[config.mk]
export PLATFORM = sky130hd
export DESIGN_NAME = hc595_disp_scan
export DESIGN_NICKNAME = d
export VERILOG_FILES = /design/src/rtl/hc595_pkg.sv /design/src/rtl/bin2bcd_seq.sv /design/src/rtl/hc595_disp_scan.sv
export SDC_FILE = /design/constraint.sdc
export NUM_CORES = 1
export LEC_CHECK = 0
export ABC_CLOCK_PERIOD_IN_PS = 3100
export CAP_MARGIN = 20
export CORE_MARGIN = 2
export CORE_UTILIZATION = 50
export CTS_BUF_LIST = sky130_fd_sc_hd__clkbuf_2 sky130_fd_sc_hd__clkbuf_4 sky130_fd_sc_hd__clkbuf_8
export DETAILED_ROUTE_END_ITERATION = 8
export PLACE_DENSITY = 0.78
export SYNTH_ARGS = -nofsm -noshare
export SYNTH_HDL_FRONTEND = slang
export SYNTH_SLANG_ARGS = --single-unit
export TNS_END_PERCENT = 30
[constraint.sdc]
create_clock -name clk -period 3.1 [get_ports clk]
set_input_delay 0.93 -clock clk [delete_from_list [all_inputs] [get_ports clk]]
set_output_delay 0.93 -clock clk [all_outputs]
set_load 0.02 [all_outputs]
[src/rtl/hc595_pkg.sv]
// Shared constants for the 74HC595 display scanner.
//   SEG_*      : common-anode, active-low segment codes, decimal point off
//   SEL_IDLE   : digit-select byte with every digit disabled
//   DIG_NUM    : number of digit slots in one frame
//   BIN_W      : width of the binary value fed to the BCD converter
//   BCD_DIGITS : number of BCD digits produced by the converter
//   state_e    : scanner FSM states
//   seg_code() : BCD digit to segment byte, anything above 9 is blank
package hc595_pkg;

  localparam logic [7:0] SEG_0     = 8'hC0;
  localparam logic [7:0] SEG_1     = 8'hF9;
  localparam logic [7:0] SEG_2     = 8'hA4;
  localparam logic [7:0] SEG_3     = 8'hB0;
  localparam logic [7:0] SEG_4     = 8'h99;
  localparam logic [7:0] SEG_5     = 8'h92;
  localparam logic [7:0] SEG_6     = 8'h82;
  localparam logic [7:0] SEG_7     = 8'hF8;
  localparam logic [7:0] SEG_8     = 8'h80;
  localparam logic [7:0] SEG_9     = 8'h90;
  localparam logic [7:0] SEG_BLANK = 8'hFF;
  localparam logic [7:0] SEL_IDLE  = 8'hFF;

  // The decimal point is never lit, so the first bit of every word is 1.
  localparam logic DP_OFF = 1'b1;

  localparam int DIG_NUM    = 6;
  localparam int BIN_W      = 20;
  localparam int BCD_DIGITS = 5;

  typedef enum logic [1:0] {
    CONV  = 2'd0,
    SHIFT = 2'd1,
    LATCH = 2'd2,
    HOLD  = 2'd3
  } state_e;

  function automatic logic [7:0] seg_code(input logic [3:0] d);
    logic [7:0] s;
    case (d)
      4'd0:    s = SEG_0;
      4'd1:    s = SEG_1;
      4'd2:    s = SEG_2;
      4'd3:    s = SEG_3;
      4'd4:    s = SEG_4;
      4'd5:    s = SEG_5;
      4'd6:    s = SEG_6;
      4'd7:    s = SEG_7;
      4'd8:    s = SEG_8;
      4'd9:    s = SEG_9;
      default: s = SEG_BLANK;
    endcase
    return s;
  endfunction

endpackage

[src/rtl/bin2bcd_seq.sv]
// Sequential binary-to-BCD converter (shift-add-3), one iteration per clock.
//   clk, reset_n : clock, asynchronous active-low reset
//   start        : load din and begin a conversion
//   din          : binary input, must be <= 99999 so it fits five digits
//   done         : high in the cycle whose closing edge completes the last
//                  iteration; b0..b4 are final from the following cycle
//   b0..b4       : BCD digits, b0 least significant
// Handshake: start is a one-cycle request; done follows 20 cycles after the
// cycle start was high. A start while busy restarts the conversion.
module bin2bcd_seq
  import hc595_pkg::*;
(
  input  logic             clk,
  input  logic             reset_n,
  input  logic             start,
  input  logic [BIN_W-1:0] din,
  output logic             done,
  output logic [3:0]       b0,
  output logic [3:0]       b1,
  output logic [3:0]       b2,
  output logic [3:0]       b3,
  output logic [3:0]       b4
);

  logic [BIN_W-1:0]        bin_q, bin_d;
  logic [4*BCD_DIGITS-1:0] bcd_q, bcd_d, adj;
  logic [4:0]              cnt_q, cnt_d;

  always_comb begin
    bin_d = bin_q;
    bcd_d = bcd_q;
    cnt_d = cnt_q;
    adj   = bcd_q;
    for (int i = 0; i < BCD_DIGITS; i++) begin
      if (bcd_q[4*i +: 4] >= 4'd5) adj[4*i +: 4] = bcd_q[4*i +: 4] + 4'd3;
    end
    if (start) begin
      bin_d = din;
      bcd_d = '0;
      cnt_d = 5'(BIN_W);
    end else if (cnt_q != 5'd0) begin
      bcd_d = {adj[4*BCD_DIGITS-2:0], bin_q[BIN_W-1]};
      bin_d = {bin_q[BIN_W-2:0], 1'b0};
      cnt_d = cnt_q - 5'd1;
    end
  end

  always_ff @(posedge clk or negedge reset_n) begin
    if (!reset_n) begin
      bin_q <= '0;
      bcd_q <= '0;
      cnt_q <= '0;
    end else begin
      bin_q <= bin_d;
      bcd_q <= bcd_d;
      cnt_q <= cnt_d;
    end
  end

  assign done = (cnt_q == 5'd1);
  assign b0   = bcd_q[3:0];
  assign b1   = bcd_q[7:4];
  assign b2   = bcd_q[11:8];
  assign b3   = bcd_q[15:12];
  assign b4   = bcd_q[19:16];

endmodule

[src/rtl/hc595_disp_scan.sv]
// Six-digit seven-segment scanner driving two cascaded 74HC595s.
// Each frame snapshots disp_data/flag, converts to BCD, then for each digit
// shifts out {seg_n, sel_n} MSB first, pulses the latch and holds the slot.
//   CLK_DIV    : clk cycles per sh_cp half-period and per st_cp pulse
//   SCAN_CYC   : clk cycles per digit slot
//   clk        : block clock
//   reset_n    : asynchronous active-low reset
//   disp_data  : value to display (saturated to 99999)
//   flag       : parameter index 0..4, shown as 1..5 on digit 5
//   sh_cp      : 595 shift clock (data sampled on rise)
//   st_cp      : 595 storage clock
//   ds         : 595 serial data
//   frame_done : one-cycle pulse after the digit-5 slot ends
module hc595_disp_scan
  import hc595_pkg::*;
#(
  parameter int CLK_DIV  = 4,
  parameter int SCAN_CYC = 50000
) (
  input  logic        clk,
  input  logic        reset_n,
  input  logic [19:0] disp_data,
  input  logic [2:0]  flag,
  output logic        sh_cp,
  output logic        st_cp,
  output logic        ds,
  output logic        frame_done
);

  if (CLK_DIV < 1 || SCAN_CYC < 33*CLK_DIV + 2) begin : g_param_check
    $error("hc595_disp_scan: need CLK_DIV >= 1 and SCAN_CYC >= 33*CLK_DIV+2");
  end

  localparam int DIV_W = $clog2(CLK_DIV + 1);
  localparam int TMR_W = $clog2(SCAN_CYC + 1);

  state_e           state_q, state_d;
  logic [2:0]       digit_q, digit_d;
  logic [2:0]       flg_q, flg_d;
  logic             conv_busy_q, conv_busy_d;
  logic [TMR_W-1:0] timer_q, timer_d;
  logic [DIV_W-1:0] div_q, div_d;
  logic [3:0]       bit_q, bit_d;
  logic             sh_cp_q, sh_cp_d;
  logic             st_cp_q, st_cp_d;
  logic             ds_q, ds_d;
  logic             frame_done_q, frame_done_d;

  logic             bcd_start, bcd_done;
  logic [3:0]       b0, b1, b2, b3, b4;
  logic [19:0]      din_sat;
  logic [7:0]       seg_n, sel_n;
  logic [15:0]      word;
  logic [3:0]       nxt_idx;
  logic             div_end;

  assign din_sat = (disp_data > 20'd99999) ? 20'd99999 : disp_data;

  bin2bcd_seq u_bcd (
    .clk     (clk),
    .reset_n (reset_n),
    .start   (bcd_start),
    .din     (din_sat),
    .done    (bcd_done),
    .b0      (b0),
    .b1      (b1),
    .b2      (b2),
    .b3      (b3),
    .b4      (b4)
  );

  // Segment byte for the current digit; a digit is blank when it and every
  // more significant digit are zero, except digit 0.
  always_comb begin
    seg_n = SEG_BLANK;
    case (digit_q)
      3'd0: seg_n = seg_code(b0);
      3'd1: seg_n = ((b4 | b3 | b2 | b1) != 4'd0) ? seg_code(b1) : SEG_BLANK;
      3'd2: seg_n = ((b4 | b3 | b2) != 4'd0) ? seg_code(b2) : SEG_BLANK;
      3'd3: seg_n = ((b4 | b3) != 4'd0) ? seg_code(b3) : SEG_BLANK;
      3'd4: seg_n = (b4 != 4'd0) ? seg_code(b4) : SEG_BLANK;
      3'd5: seg_n = (flg_q <= 3'd4) ? seg_code({1'b0, flg_q} + 4'd1) : SEG_BLANK;
      default: seg_n = SEG_BLANK;
    endcase
    sel_n = SEL_IDLE & ~(8'b1 << digit_q);
    word  = {seg_n, sel_n};
  end

  assign nxt_idx = 4'd14 - bit_q;
  assign div_end = (div_q == DIV_W'(CLK_DIV - 1));

  always_comb begin
    state_d      = state_q;
    digit_d      = digit_q;
    flg_d        = flg_q;
    conv_busy_d  = conv_busy_q;
    timer_d      = timer_q;
    div_d        = div_q;
    bit_d        = bit_q;
    sh_cp_d      = sh_cp_q;
    st_cp_d      = st_cp_q;
    ds_d         = ds_q;
    frame_done_d = 1'b0;
    bcd_start    = 1'b0;
    case (state_q)
      CONV: begin
        if (!conv_busy_q) begin
          bcd_start   = 1'b1;
          flg_d       = flag;
          conv_busy_d = 1'b1;
        end else if (bcd_done) begin
          conv_busy_d = 1'b0;
          state_d     = SHIFT;
          timer_d     = '0;
          div_d       = '0;
          bit_d       = '0;
          sh_cp_d     = 1'b0;
          ds_d        = DP_OFF;
        end
      end
      SHIFT: begin
        timer_d = timer_q + TMR_W'(1);
        if (div_end) begin
          div_d = '0;
          if (!sh_cp_q) begin
            sh_cp_d = 1'b1;
          end else begin
            // Falling edge of sh_cp: present the next bit, or finish the word.
            sh_cp_d = 1'b0;
            if (bit_q == 4'd15) begin
              state_d = LATCH;
              st_cp_d = 1'b1;
              ds_d    = 1'b0;
            end else begin
              bit_d = bit_q + 4'd1;
              ds_d  = word[nxt_idx];
            end
          end
        end else begin
          div_d = div_q + DIV_W'(1);
        end
      end
      LATCH: begin
        timer_d = timer_q + TMR_W'(1);
        if (div_end) begin
          div_d   = '0;
          st_cp_d = 1'b0;
          state_d = HOLD;
        end else begin
          div_d = div_q + DIV_W'(1);
        end
      end
      HOLD: begin
        if (timer_q == TMR_W'(SCAN_CYC - 1)) begin
          timer_d = '0;
          if (digit_q == 3'(DIG_NUM - 1)) begin
            digit_d      = '0;
            frame_done_d = 1'b1;
            state_d      = CONV;
          end else begin
            digit_d = digit_q + 3'd1;
            state_d = SHIFT;
            div_d   = '0;
            bit_d   = '0;
            sh_cp_d = 1'b0;
            ds_d    = DP_OFF;
          end
        end else begin
          timer_d = timer_q + TMR_W'(1);
        end
      end
      default: state_d = CONV;
    endcase
  end

  always_ff @(posedge clk or negedge reset_n) begin
    if (!reset_n) begin
      state_q      <= CONV;
      digit_q      <= '0;
      flg_q        <= '0;
      conv_busy_q  <= 1'b0;
      timer_q      <= '0;
      div_q        <= '0;
      bit_q        <= '0;
      sh_cp_q      <= 1'b0;
      st_cp_q      <= 1'b0;
      ds_q         <= 1'b0;
      frame_done_q <= 1'b0;
    end else begin
      state_q      <= state_d;
      digit_q      <= digit_d;
      flg_q        <= flg_d;
      conv_busy_q  <= conv_busy_d;
      timer_q      <= timer_d;
      div_q        <= div_d;
      bit_q        <= bit_d;
      sh_cp_q      <= sh_cp_d;
      st_cp_q      <= st_cp_d;
      ds_q         <= ds_d;
      frame_done_q <= frame_done_d;
    end
  end

  assign sh_cp      = sh_cp_q;
  assign st_cp      = st_cp_q;
  assign ds         = ds_q;
  assign frame_done = frame_done_q;

endmodule

==> flow_summary.toml, run 1 <==
[clocking]
h-tree-depth = 3
cts_tree = "done"
cts_inserted_buffers = 9
postCtsSetupRepairBufs = 0
max-clock-path-buffers = 2
cts.sinks = 81
ctsHoldBuffers = 0
root_buffer = "clkbuf_8"
clkSlewWorstSetupHoldPaths_ns = 0.09
clkLatencyLatePin_ns = 0.38
ctsResizeCount = 0

[yosys]
synth_area_sq_um = 5992
synthCells = 743
avgSynthCellArea_sq_um = 8.065
synth_top_cell_area_share_pct = 33.83
synth_cell_type_count = 71
synth_ff_type = "dfrtp_1"
synthTopCellsByArea = "dfrtp_1 34%, ha_1 9.8%, nand2_1 6.7%"
ys_seq_area_share_pct = 33.83
yosysMostFrequentCell = "nand2_1"
synth_commonest_cells = "107 x nand2_1, 81 x dfrtp_1, 73 x o21ai_0"
synth_nets = 815
ys_ff_latch = 81
yosys.area.top_type = "dfrtp_1"
synth_edf_count = 0
async_flop_share_pct = 100.0
yosys_warnings = 0

[finish]
synthToLayoutAreaGrowth_pct = 9.146
seq_area_sq_um = 2027
diodes = 0
drive_gt1_share_pct = 5.607
final_core_util_pct = 56.55
n_fill_cell = 1041
nets = 816
multi_input_area_sq_um = 3666

[power]
ir_drop_mv = 0.2391
powerDensity_nw_per_um2 = 572.5
p_clk_share_pct = 21.8
p_leak_nw = 2.825
switching_share_pct = 41.83
p_sw_mw = 1.566
intPower_mw = 2.178
p_comb_share_pct = 37.5
seqPwrFrac_pct = 40.7

[grt]
first_global_vias = 5048
grt_max_degree = 44
grt-ovfl-total = 0
antenna_found_initial = 0
track_usage_pct = 21.64
grt_pass1_wl_mm = 22.94

[route]
drt-total-wl_mm = 13.51
ant_nets = 0
drcViolationCount = 0
viasPerCell = 6.044
vias = 5391
wl_per_cell_um = 15.15
drt_iter0_markers = 374
firstDrtPassIters = 5

[timing]
drv_slew = 0
setup_viol = 0
clock_skew_ns = 0.01118
period_share_pct = 82.00
rsz0062_at_grt = "no"
min_period_ns = 2.542
final_hold_viol_count = 0
tns_ns = 0
max_slew_margin_pct = 43.32
worst_pin_slew_ns = 0.8502
fmax_ghz = 0.3934

[floorplan]
start_util_pct = 51.81
fp.dieH_um = 113.5
core.rowCount = 39
dieArea_sq_um = 12880
core_sq_um = 11560
io_pins = 29
chipWidth_um = 113.5

[placed_design]
gp_congestion = 0.9554
dp_hpwl_mm = 9.545
port_buffers = 28

[worst_setup_path]
path_max_fanout = 16
crit_path_end_kind = "flop"
cp.required_ns = 3.37
start_kind = "flop"
arrival_ns = 2.81
critPathKind = "reg2reg"
slowest_delay_ns = 0.56
path_cells = "nor4_2 > nand4_4 > nor4b_4 > o21ai_1 > a32oi_1 > a32oi_1 > o41ai_2"
crit_top_cell = "a32oi_1"
cpMaxStageDelayCell = "dfrtp_1"

[worst_hold_path]
hp-class = "reg2reg"

[run_status]
status = "finished clean"

[flow_run]
max_cap_violations = 0
-- critical path: cells and delay by family (launching register included) --
family | cells | cell delay [ns]
AOI/OAI and AO/OA | 4 | 0.82
and+or+nand+nor | 3 | 1.05
DFF | 1 | 0.56
-- area by class of cell --
cell class / count / share of cell area (%)
clock inverters: 6 / 0.9948
repair buffers: 34 / 5.319
multi-input cells: 585 / 56.06
clock buffers: 10 / 2.009
well taps: 143 / 2.736
flip-flops and latches: 81 / 30.99
inverters: 33 / 1.894
-- registers in the layout, indices dropped and copies added (netlist names) --
register     cells
bit_q            4
frame_done       1
state_q          2
st_cp            1
div_q            3
sh_cp            1
flg_q            3
u_bcd.bcd_q     20
u_bcd.cnt_q      5
ds               1
conv_busy_q      1
timer_q         16
u_bcd.bin_q     20
digit_q          3
-- routing by layer --
layer	share of wire, %	routed length [um]	global-route usage, %
met1	45	6132	28.94
met2	47	6343	35.21
met4	2.6	345	10.16
met5	0	0	0
met3	5.1	690	2.604
-- metrics by stage --
step           area [sq um]  hold slack (ns)  power [mW]  std cells  setup WS (ns)
2_1_floorplan          5992           0.4419       2.567        743         0.8183
3_3_place_gp           6344           0.4665       2.848        876         0.4338
3_5_place_dp           6344           0.4747       2.917        876         0.4215
4_1_cts                6540           0.4894       3.738        892         0.5485
5_1_grt                6540           0.5129       4.014        892         0.3921
6_report               6540           0.4851       3.744        892         0.5579
-- logic make-up after synthesis --
family,after synthesis,synth area share [%]
AOI/OAI and AO/OA,233,23.64
muxes,13,2.255
DFF,81,33.83
buffers and inverters,77,5.032
xor gates and xnor gates,17,2.485
and+or+nand+nor,275,22.95
adders and majority gates,47,9.814
-- final timing paths --
check	startpoint	slack, ns	depth (start not counted)	end
max	u_bcd.bcd_q[10]	0.56	7	ds
min	timer_q[15]	0.49	1	timer_q[15]
max reg2reg	u_bcd.bcd_q[10]	0.56	7	ds
min reg2reg	timer_q[15]	0.49	1	timer_q[15]
max in group asynchronous	reset_n	1.95	2	state_q[0]
min in group asynchronous	reset_n	0.53	1	u_bcd.bcd_q[7]
-- cell usage in the layout, fill, tap and decap left out, types with 4 or more instances in the layout --
master           count
nand2_1            107
dfrtp_1             81
o21ai_0             73
a21oi_1             64
nor2_1              58
ha_1                47
inv_1               33
clkdlybuf4s50_1     27
nor3_1              20
nand2b_1            18
a31oi_1             18
a211oi_1            16
nand3_1             12
xnor2_1             11
nor2b_1             10
mux2i_1              9
clkbuf_8             9
and3_1               8
o31ai_1              8
o211ai_1             6
xor2_1               6
o21a_1               5
a22o_1               5
buf_4                5
and2_1               4
nand4_1              4
nor3b_1              4
a21o_1               4
or3_1                4
mux2_2               4
o21ai_1              4
o22ai_1              4
-- power by group through the flow --
stage | clock, mW | combinational (mW) | sequential (mW)
after CTS | 0.829 | 1.39 | 1.51
final | 0.817 | 1.40 | 1.52
after global routing | 0.864 | 1.59 | 1.56
after floorplan | 0 | 1.24 | 1.33
after global placement | 0 | 1.33 | 1.52
after detailed placement | 0 | 1.38 | 1.53
(Power assumes the default switching activity.)
==> run 2, diff against run 1 <==
Settings changed: ABC_CLOCK_PERIOD_IN_PS 3100 to 2200, PLACE_DENSITY 0.78 to 0.81.
Clock period 3.1 ns to 2.2 ns, I/O delays scaled along.
==> flow_summary.toml, run 2 (synthesis gave the netlist of run 1 again) <==
[clocking]
cts_tree = "done"
h-tree-depth = 3
cts_inserted_buffers = 9
ctsHoldBuffers = 0
max-clock-path-buffers = 2
root_buffer = "clkbuf_8"
cts.sinks = 81
clkLatencyLatePin_ns = 0.38
clkSlewWorstSetupHoldPaths_ns = 0.08

[finish]
final_area_sq_um = 7059
drive_gt1_share_pct = 14.94
synthToLayoutAreaGrowth_pct = 17.81
nets = 870
layout_common_cells = "107 x nand2_1, 75 x dfrtp_1, 69 x o21ai_0, 64 x a21oi_1, 59 x buf_4"
final_common_cell = "nand2_1"
diodes = 0
finalNonFillerCells = 946
top_regs = "u_bcd.bcd_q (20), u_bcd.bin_q (20), timer_q (16)"
final_core_util_pct = 61.04

[floorplan]
core.rowCount = 39
start_util_pct = 51.81
io_pins = 29
chipWidth_um = 113.5
fp.dieH_um = 113.5
core_sq_um = 11560
dieArea_sq_um = 12880

[worst_setup_path]
path_cells = "inv_1 > ha_1 > ha_1 > o21ai_0 > o32ai_1 > o21ba_2 > o2111ai_1 > a221oi_2 > o41ai_2"
rr_startpoint = "u_bcd.bcd_q[16]"
reg2reg_to = "ds"
start_kind = "flop"
slowest_delay_ns = 0.44
critPathKind = "reg2reg"
r2r_slack_ns = -0.02
crit_path_end_kind = "flop"
arrival_ns = 2.50
crit_family = "compound AO/OA/AOI/OAI gates"
crit_buf_inv = 1
crit_top_cell = "ha_1"
path_max_fanout = 3
cpMaxStageDelayCell = "dfrtp_1"
cp.required_ns = 2.48
r2r_cells = 9

[route]
drcViolationCount = 0
viasPerCell = 6.026
ant_nets = 0
vias = 5701
drt-total-wl_mm = 14.91
drt_iter0_markers = 296
firstDrtPassIters = 5
wl_per_cell_um = 15.76

[placed_design]
place_ws_ns = -0.02936
dpl_cell_area_sq_um = 6691
port_buffers = 28
dp.cells = 924
gp_congestion = 0.9159
dp_hpwl_mm = 10.85

[grt]
first_global_vias = 5565
grt_max_degree = 38
track_usage_pct = 23.74
antenna_found_initial = 0
grt-ovfl-total = 0
grt_pass1_wl_mm = 25.16

[power]
intPower_mw = 3.425
p_sw_mw = 2.331
p_clk_share_pct = 20.5
p_comb_share_pct = 46.9
seqPwrFrac_pct = 32.6
powerDensity_nw_per_um2 = 815.4
finalPower_mw = 5.756
ir_drop_mv = 0.6017
p_leak_nw = 3.089
switching_share_pct = 40.49

[timing]
tns_ns = -0.01828
setup_viol = 1
worst_pin_slew_ns = 0.4953
setup_slack_ns = -0.01828
hold_slack_ns = 0.2456
min_period_ns = 2.218
clock_skew_ns = 0.01133
final_hold_viol_count = 0
rsz0062_at_grt = "yes"
max_slew_margin_pct = 66.78
drv_slew = 0
fmax_ghz = 0.4508
period_share_pct = 100.8

[run_status]
status = "finished with violations"
violations = "setup timing"

[worst_hold_path]
hp-class = "in2async"

[flow_run]
max_cap_violations = 0
==> run 2: changes by cell type in the layout (fill, tap and decap cells not counted), moves of 2 or more <==
| cell | delta |
|---|---|
| buf_4 | +54 |
| dfrtp_1 | -6 |
| dfrtp_2 | +6 |
| o21ai_0 | -4 |
| o21ai_1 | +4 |
| ha_1 | -3 |
| ha_2 | +3 |
| a211oi_1 | -2 |
| a211oi_2 | +2 |
| clkbuf_8 | +2 |
| inv_6 | -2 |
| nor3_1 | -2 |
| nor3_2 | +2 |
==> run 2: how the worst max path moves through the flow <==
stage               slack [ns]             end             from  depth (start not counted)
finish                   -0.02              ds  u_bcd.bcd_q[16]                          9
global route             -0.09              ds      timer_q[12]                          6
CTS                      0.004              ds  u_bcd.bcd_q[10]                          8
detailed placement       -0.03  u_bcd.bin_q[2]    disp_data[19]                          5
global placement         -0.04  u_bcd.bin_q[1]    disp_data[19]                          5
floorplan                 0.01              ds         flg_q[1]                         10
==> run 2: metal layers <==
metal | track usage [%] | wire length [um]
met2 | 39.52 | 7149
met4 | 9.268 | 293
met5 | 0 | 0
met1 | 30.96 | 6758
met3 | 4.145 | 712
==> run 2: layout make-up <==
cell class,count,area [sq um]
clock buffer,11,151.4
clock inverter,5,62.56
fill,948,4506
inverter,33,123.9
multi-input combinational,585,3761
sequential,81,2034
tap,143,178.9
timing repair buffer,88,747.0
==> run 2: repair_timing <==
item,CTS,global route
gates resized for setup,0,33
endpoints found under the setup margin,1,17
pin swaps,1,14
hold endpoints to repair,0,0
setup buffers,0,6
==> run 2: power by group through the flow <==
stage / clock network (mW) / registers (mW) / logic (mW)
after floorplan: 0 / 1.87 / 1.74
after global placement: 0 / 1.88 / 2.43
after detailed placement: 0 / 1.89 / 2.55
after CTS: 1.20 / 1.87 / 2.57
after global routing: 1.25 / 1.90 / 3.01
final: 1.18 / 1.88 / 2.70
==> patch, RTL diff (settings of run 1) <==
Change the parameter `SCAN_CYC` from 50000 to 25000.
--- a/src/rtl/hc595_disp_scan.sv
+++ b/src/rtl/hc595_disp_scan.sv
@@ -15,7 +15,7 @@
   import hc595_pkg::*;
 #(
   parameter int CLK_DIV  = 4,
-  parameter int SCAN_CYC = 50000
+  parameter int SCAN_CYC = 25000
 ) (
   input  logic        clk,
   input  logic        reset_n,
Function: no difference found for any inputs over 4 cycles, from zero or initial values and one cycle with reset_n low; that may be too few to reach the edited logic, so the function may still have changed.
==> patch against run 1 <==
Wire length grew 1.1%; power increased by 0.61%; synthesized area fell by 2.7%; design area down 1.7%; sequential power is 6% lower; setup slack worse by 0.27 ns; clock skew is 0.0012 ns higher; sequential cell count down 1; largest cell class unchanged; largest power group unchanged; highest routed layer unchanged.
==> patch: results <==
[logic_synthesis]
synth_nets = 798
synth-compound-area-share = 0.244
seq_area_frac_synth = 0.343
async_flop_share = 1.00
synthDistinctLibCells = 61
synth-xor-area-share = 0.0210
synthAdderAreaFrac = 0.101
synth_commonest_cells = nand2_1 (105), dfrtp_1 (80), a21oi_1 (70)
synthMuxAreaShare = 0.0217
yosysWarnings = 0
synthTopCellsByArea = dfrtp_1 (34%), ha_1 (10%), nand2_1 (6.8%)

[cells_and_area]
drive_above_1_share = 0.0595
fill_cells = 1048
antenna_cells = 0
top_regs = u_bcd.bcd_q: 20 flops, u_bcd.bin_q: 20 flops, timer_q: 15 flops
fin_nets = 807

[grt]
first_global_vias = 5049
grt_max_degree = 46
antenna_found_initial = 0
gr-usage-all-layers = 0.227
grt_pass1_wl_um = 23600

[clock_tree]
clk_latency_ns = 0.39
cts_resized = 0
cts_post_setup_buffers_inserted = 0

[place]
gp_congestion = 0.884
dp_hpwl_um = 9740
place_ws_ns = 0.354

[setup_path]
r2r-end = ds
cp.arrival_ns = 3.12
reg2reg_from = u_bcd.bcd_q[19]
crit_start = u_bcd.bcd_q[19]
rr_worst_depth = 8
crit_path_top_delay_cell = or4b_1
path_max_fanout = 13
ff2ff_setup_slack_ns = 0.29
slowest_delay_ns = 0.60

[power]
peakVddDrop_mv = 0.443
leakage_nw = 2.84

[detailed_routing]
drt-total-wl_um = 13700
highest_layer = met4
initialDrtViolationCount = 366
avgViaCountPerCell = 5.94
wl_met1_um = 6450
dr_wl_met3_um = 383
met2_length_um = 6510

[timing]
skew_ns = 0.0123
maxSlewViolCount = 0
fin_crit_sh = 0.906
slew_headroom = 0.556

[hold_path]
hold_path_class = reg2reg

[status]
status = completed
patch: through the flow:
stage | power [mW] | instances | hold WS [ns] | util | cell area [um^2]
finish | 3.77 | 882 | 0.497 | 0.563 | 6430
global route | 4.06 | 882 | 0.512 | 0.563 | 6430
CTS | 3.77 | 882 | 0.501 | 0.563 | 6430
detailed placement | 2.85 | 867 | 0.483 | 0.543 | 6200
global placement | 2.81 | 867 | 0.469 | 0.543 | 6200
floorplan | 2.50 | 726 | 0.453 | - | 5830
patch: where the power goes:
group	internal [mW]	total [mW]	switching, mW	leakage, nW
Combinational	0.644	1.43	0.788	1.69
Clock	0.496	0.901	0.406	0.116
Sequential	1.14	1.43	0.289	1.04
Total	2.28	3.77	1.48	2.84
patch: area by class of cell:
cell class,count,share of cell area
Multi-Input combinational cell,571,0.550
Sequential cell,80,0.311
Timing Repair Buffer,35,0.0533
Tap cell,143,0.0278
Clock buffer,11,0.0235
Inverter,38,0.0222
Clock inverter,4,0.0121
patch: how the worst min path moves through the flow:
stage,from,end,slack [ns],cells after the start
after global routing,u_bcd.cnt_q[4],u_bcd.cnt_q[4],0.51,1
final,div_q[1],div_q[1],0.50,2
after CTS,u_bcd.cnt_q[4],u_bcd.cnt_q[4],0.50,1
after global placement,div_q[1],div_q[1],0.47,2
after floorplan,u_bcd.cnt_q[4],u_bcd.cnt_q[4],0.45,1
after detailed placement,u_bcd.cnt_q[4],u_bcd.cnt_q[4],0.48,1
patch: worst max-delay path, delay by kind of cell (launching register included):
| kind | cells | cell delay [ns] |
|---|---|---|
| AO/OA/AOI/OAI | 5 | 0.77 |
| AND/OR/NAND/NOR | 3 | 1.46 |
| flip-flops | 1 | 0.51 |
patch: layer usage:
layer,track usage,vias up
met4,0.0992,0
met2,0.372,84
met5,0,-
li1,-,2609
met1,0.300,2521
met3,0.0359,25
